**src/rtl/serial_to_parallel_8bit.sv**
```systemverilog
// Framed serial-to-parallel assembler: collects WIDTH bits per frame and presents the word
// with a one-cycle load pulse; a frame_start mid-frame aborts and restarts the frame.
module serial_to_parallel_8bit #(
  parameter int unsigned WIDTH     = 8,
  parameter bit          MSB_FIRST = 1'b1
) (
  input  logic             CLK,
  input  logic             RST,
  input  logic             frame_start,
  input  logic             sin,
  input  logic             sin_valid,
  output logic [WIDTH-1:0] data_out,
  output logic             load,
  output logic             busy,
  output logic             frame_err
);

  localparam int unsigned CntW = (WIDTH > 1) ? $clog2(WIDTH) : 1;
  localparam logic [CntW-1:0] LastIdx = CntW'(WIDTH - 1);

  typedef enum logic [0:0] {StIdle, StShift} state_e;

  state_e            state_q, state_d;
  logic [CntW-1:0]   count_q, count_d;
  logic [WIDTH-1:0]  shift_q, shift_d;
  logic [WIDTH-1:0]  data_q, data_d;
  logic              load_q, load_d;
  logic              err_q, err_d;

  function automatic logic [WIDTH-1:0] shift_in(input logic [WIDTH-1:0] cur, input logic b);
    if (MSB_FIRST) begin
      return {cur[WIDTH-2:0], b};
    end else begin
      return {b, cur[WIDTH-1:1]};
    end
  endfunction

  always_comb begin
    state_d = state_q;
    count_d = count_q;
    shift_d = shift_q;
    data_d  = data_q;
    load_d  = 1'b0;
    err_d   = 1'b0;

    unique case (state_q)
      StIdle: begin
        if (frame_start) begin
          state_d = StShift;
          if (sin_valid) begin
            shift_d = shift_in('0, sin);
            count_d = CntW'(1);
          end else begin
            shift_d = '0;
            count_d = '0;
          end
        end
      end

      StShift: begin
        if (sin_valid && (count_q == LastIdx)) begin
          // Completion has priority over a coincident frame_start.
          data_d  = shift_in(shift_q, sin);
          load_d  = 1'b1;
          state_d = StIdle;
          count_d = '0;
          shift_d = '0;
        end else if (frame_start) begin
          // Abort: drop the partial word and restart in place.
          err_d = 1'b1;
          if (sin_valid) begin
            shift_d = shift_in('0, sin);
            count_d = CntW'(1);
          end else begin
            shift_d = '0;
            count_d = '0;
          end
        end else if (sin_valid) begin
          shift_d = shift_in(shift_q, sin);
          count_d = count_q + CntW'(1);
        end
      end
    endcase
  end

  always_ff @(posedge CLK or negedge RST) begin
    if (!RST) begin
      state_q <= StIdle;
      count_q <= '0;
      shift_q <= '0;
      data_q  <= '0;
      load_q  <= 1'b0;
      err_q   <= 1'b0;
    end else begin
      state_q <= state_d;
      count_q <= count_d;
      shift_q <= shift_d;
      data_q  <= data_d;
      load_q  <= load_d;
      err_q   <= err_d;
    end
  end

  assign data_out  = data_q;
  assign load      = load_q;
  assign busy      = (state_q == StShift);
  assign frame_err = err_q;

endmodule
```
**config.mk**
```make
export PLATFORM = sky130hd
export DESIGN_NAME = serial_to_parallel_8bit
export DESIGN_NICKNAME = d
export VERILOG_FILES = /design/src/rtl/serial_to_parallel_8bit.sv
export SDC_FILE = /design/constraint.sdc
export NUM_CORES = 1
export LEC_CHECK = 0
export BUFFER_PORTS_ARGS = -buffer_cell sky130_fd_sc_hd__buf_2
export CORE_MARGIN = 2
export CORE_UTILIZATION = 55
export CTS_BUF_LIST = sky130_fd_sc_hd__clkbuf_8
export DETAILED_ROUTE_END_ITERATION = 16
export GPL_ROUTABILITY_DRIVEN = 0
export PLACE_DENSITY = 0.76
export REMOVE_ABC_BUFFERS = 1
export SKIP_LAST_GASP = 1
export SLEW_MARGIN = 0
export SYNTH_ARGS = -nofsm -noshare
export SYNTH_HDL_FRONTEND = slang
export SYNTH_SLANG_ARGS = --single-unit
```
**constraint.sdc**
```tcl
create_clock -name CLK -period 1.65 [get_ports CLK]
set_clock_uncertainty 0.1 [all_clocks]
set_input_delay 0.0825 -clock CLK [delete_from_list [all_inputs] [get_ports CLK]]
set_output_delay 0.0825 -clock CLK [all_outputs]
set_load 0.02 [all_outputs]
```
Word-level counts from Yosys, hierarchy flattened

Index checks and enable logic that the tools add are counted.

Equal/unequal tests: 3
Add/sub/neg operators: 1
Reduce and logical (&&, ||, !) cells: 3
Bitwise logic cells: 1
Multiplexer cells: 19

Operators by type and width:

| cell                                                   | count |
|---|---|
| 2-to-1 mux 7 bit                                       | 4 |
| one-hot mux 7 bit (2 select lines)                     | 1 |
| 2-to-1 mux 3 bit                                       | 4 |
| 2-to-1 mux 1 bit                                       | 8 |
| one-hot mux 3 bit (2 select lines)                     | 1 |
| inequality test 4 x 3 -> 1 bit (second input constant) | 1 |
| AND reduction 2 bit                                    | 2 |
| adder 3 x 1 -> 3 bit (second input constant)           | 1 |
| == test 3 bit (second input constant)                  | 1 |
| inequality test 2 bit (second input constant)          | 1 |
| one-hot mux 1 bit (2 select lines)                     | 1 |
| logical AND 1 bit                                      | 1 |
| NOT 1 bit                                              | 1 |

Output and inout bits: 11
Logic and storage cells: 33
Flip-flop bits (word level): 21
Bits of input ports: 5

Depth between registers and ports, before layout

Depth after elaboration: 5
Depth in mapped cells: 5

Worst setup path after synthesis

No wires, ideal clock.

Path type: register to register
Start point: register count_q[0]
End point: register data_q[0], in the netlist data_out[0]
Stages on the path, launching flop included: 5
Setup time: 0.125 ns
Slack: 0.185 ns
Required time: 1.425 ns
Clock period less this slack: 1.465 ns
Buffers on the path: 0
Data arrival time: 1.240 ns
Cell sequence: dfrtp_1 ha_1 ha_1 nand3_4 mux2_2

Cells in the longest elaborated chain, start to end: 3

Ends and longest elaborated chain:

| what                          | line | RTL |
|---|---|---|
| from (decl)                   | 24   | `logic [CntW-1:0] count_q, count_d;` |
| from (signal assigned)        | 96   | `count_q <= count_d;` |
| == test 3 bit                 | 61   | `if (sin_valid && (count_q == LastIdx)) begin` |
| logical AND 1 bit             | 61   |  |
| AND reduction 2 bit (no line) | --   |  |
| to (signal assigned)          | 98   | `data_q <= data_d;` |
| to (decl)                     | 26   | `logic [WIDTH-1:0] data_q, data_d;` |

No other way between the ends.
A chain may end at the register's enable or synchronous reset.

Worst setup path in the final report

Start point: register count_q[0]
End point: register data_q[5], in the netlist data_out[5]

Same word-level chain as after synthesis.

==> impl_metrics.py <==
metrics = {
    "layout": {
        "final_core_util": 0.684,
        "fill_cells": 122,
        "antenna_cells": 0,
        "instances_no_fill": 110,
        "area_growth_pct": 16.9,
        "stdcell_area_um2": 1030,
        "drive_above_1_share": 0.309,
        "nets": 102,
    },
    "yosys": {
        "seq_area_frac_synth": 0.596,
        "synth_top_area_share": 0.596,
        "synth_seq_cells": 21,
        "syn_area_um2": 882,
        "synthCells": 76,
        "yosysMostFrequentCell": "dfrtp_1",
        "synth_top_cells_by_count": "dfrtp_1, nand2_1, a21oi_1",
        "ys_top_cells_by_area": "dfrtp_1, mux2_2, a21oi_1",
        "synth_ff_type": "dfrtp_1",
        "async_reset_ff_frac": 1.00,
        "synth_edf_count": 0,
        "yosysTopAreaCell": "dfrtp_1",
        "synth_area_per_cell_um2": 11.6,
        "ys_warn_count": 0,
        "yosys.cell_types.count": 18,
    },
    "power_and_ir_drop": {
        "power_density_nw_per_um2": 906,
        "p_sw_uw": 212,
        "power_leakage_nw": 0.529,
        "clkPwrFrac": 0.344,
        "power.total_uw": 934,
        "power.share.switching": 0.227,
        "power_frac_comb": 0.078,
        "pwr-share-seq": 0.578,
        "ir_drop_mv": 0.684,
        "internal_power_uw": 723,
    },
    "clock_network": {
        "cts_setup_buffers": 0,
        "cts_tree": "yes",
        "clockBufferDepth": 2,
        "cts.sinks": 21,
        "cts.reportedPaths.clkPinSlew_ns": 0.07,
        "clk_latency_ns": 0.26,
        "cts_root_buf": "clkbuf_8",
        "cts.htree.levels": 1,
        "cts_inserted_buffers": 3,
    },
    "route": {
        "drtPass1Iterations": 4,
        "viasPerCell": 5.68,
        "vias": 625,
        "drt-total-wl_um": 1480,
        "drc": 0,
        "drt_iter0_markers": 15,
        "routedWlPerCell_um": 13.4,
        "ant_nets": 0,
    },
    "global_route": {
        "grt_pass1_vias": 594,
        "grtUsageMet1": 0.256,
        "track_usage": 0.192,
        "grt_start_max_net_pins": 22,
        "grt.busiest_layer": "met2",
        "grt_pass1_wl_um": 2640,
        "gr-usage-met2": 0.291,
        "grt_antenna_before_repair": 0,
        "grt-ovfl-total": 0,
        "met3_usage": 0.0408,
    },
    "timing": {
        "setup_tns_ns": 0,
        "max_freq_mhz": 628,
        "finalMaxSlewViolations": 0,
        "relSlewSlack": 0.704,
        "fin_crit_ns": 1.59,
        "hold_violations": 0,
        "timing.final.crit_share": 0.965,
        "finalSetupViolCount": 0,
        "holdWs_ns": 0.0495,
        "rsz0062_at_grt": "no",
        "fin_ws_ns": 0.0576,
        "worst_pin_slew_ns": 0.445,
    },
    "die": {
        "fp.dieW_um": 44.0,
        "io_pins": 16,
        "row_count": 14,
        "core_um2": 1510,
        "die_h_um": 44.0,
        "die_area_um2": 1940,
        "start_util": 0.586,
    },
    "min_path": {
        "min_path_type": "in2reg",
        "hp-start": "frame_start",
    },
    "placement": {
        "placed_area_um2": 962,
        "place_ws_ns": 0.0870,
        "dpl.hpwl_um": 962,
        "io_buffers": 15,
        "numPlacedInstances": 104,
    },
    "worst_setup_path": {
        "cpMostUsedCell": "ha_1",
        "end_kind": "register",
        "cp-start-kind": "register",
        "crit_family": "adder cells",
        "arrival_ns": 1.63,
        "path_cells": "ha_1 > ha_1 > nand3_4 > mux2_2",
        "reg2reg_from": "count_q[0]",
        "crit_buf_inv": 0,
        "worst-endpoint-required_ns": 1.69,
        "critPathSlowestCell": "dfrtp_1",
        "critPathMaxFanout": 9,
        "critical_path_class": "reg2reg",
        "startpoint": "count_q[0]",
        "max_stage_delay_ns": 0.40,
    },
    "job": {
        "cap_viol_max_count": 0,
    },
    "run_status": {
        "status": "complete, no violations",
    },
}
[registers in the layout, summed over array words and instances, names as in the netlist]
| signal | flops |
|---|---|
| data_out | 8 |
| shift_q | 7 |
| count_q | 3 |
| busy | 1 |
| frame_err | 1 |
| load | 1 |
[final timing paths]
path                               end  slack (ns)  depth (start not counted)
min in group asynchronous  data_out[6]        0.19                          2
hold reg to reg            data_out[3]        0.40                          1
setup reg to reg           data_out[5]        0.06                          4
hold / removal              count_q[1]        0.05                          2
setup / recovery           data_out[5]        0.06                          4
max in group asynchronous  data_out[3]        0.95                          2
[layer usage]
layer | vias to the layer above | part of all wire | wire (um)
met5 | - | 0 | 0
met4 | 0 | 0.026 | 38
met3 | 5 | 0.041 | 61
met2 | 16 | 0.47 | 695
met1 | 301 | 0.46 | 681
li1 | 303 | - | -
[kinds of logic after synthesis]
family | Yosys count | share of synthesized area
DFF | 21 | 0.596
muxes | 9 | 0.113
and+or+nand+nor | 25 | 0.153
AOI/OAI and AO/OA | 12 | 0.0709
buffers and inverters | 7 | 0.0383
adders and majority gates | 2 | 0.0284
[what timing repair did]
item | in CTS | in global routing
endpoints found under the hold margin | 22 | 0
resized for setup | 0 | 1
hold buffers | 2 | 0
endpoints found under the setup margin | 0 | 1
[power by group through the flow]
stage	clock (mW)	combinational [mW]	sequential, mW
6_report	0.322	0.0727	0.540
5_1_grt	0.342	0.0841	0.542
4_1_cts	0.331	0.0738	0.540
3_5_place_dp	0	0.0700	0.550
3_3_place_gp	0	0.0692	0.549
2_1_floorplan	0	0.0276	0.556
[worst register-to-register path, cell delays in order, from the launching register on]
cell     delay (ns)
dfrtp_1        0.40
ha_1           0.21
ha_1           0.26
nand3_4        0.16
mux2_2         0.35
[layout make-up]
type                       count  area (um2)  area share
inverter                       3        15.0      0.0146
clock buffer                   3        41.3      0.0400
tap                           16        20.0      0.0194
sequential                    21         526       0.510
multi-input combinational     48         323       0.313
clock inverter                 1        3.75     0.00364
timing repair buffer          18         103      0.0995
[cell usage in the layout, fill, tap and decap left out]
| cell | netlist | final |
|---|---|---|
| dlygate4sd3_1 | 0 | 2 |
| buf_4 | 1 | 1 |
| a211oi_1 | 1 | 1 |
| nand2_1 | 11 | 11 |
| nand2b_1 | 1 | 1 |
| clkinvlp_4 | 0 | 1 |
| o21ai_0 | 1 | 1 |
| nor2_1 | 2 | 2 |
| nand3b_1 | 1 | 1 |
| nand3_4 | 1 | 1 |
| mux2_2 | 8 | 8 |
| inv_1 | 2 | 3 |
| nand4_1 | 8 | 8 |
| nor3_1 | 1 | 1 |
| buf_2 | 3 | 15 |
| mux2i_1 | 1 | 1 |
| ha_1 | 2 | 2 |
| dfrtp_1 | 21 | 21 |
| a21oi_1 | 10 | 10 |
| clkbuf_8 | 0 | 3 |
Note: power is estimated with default switching activity, not from simulation.
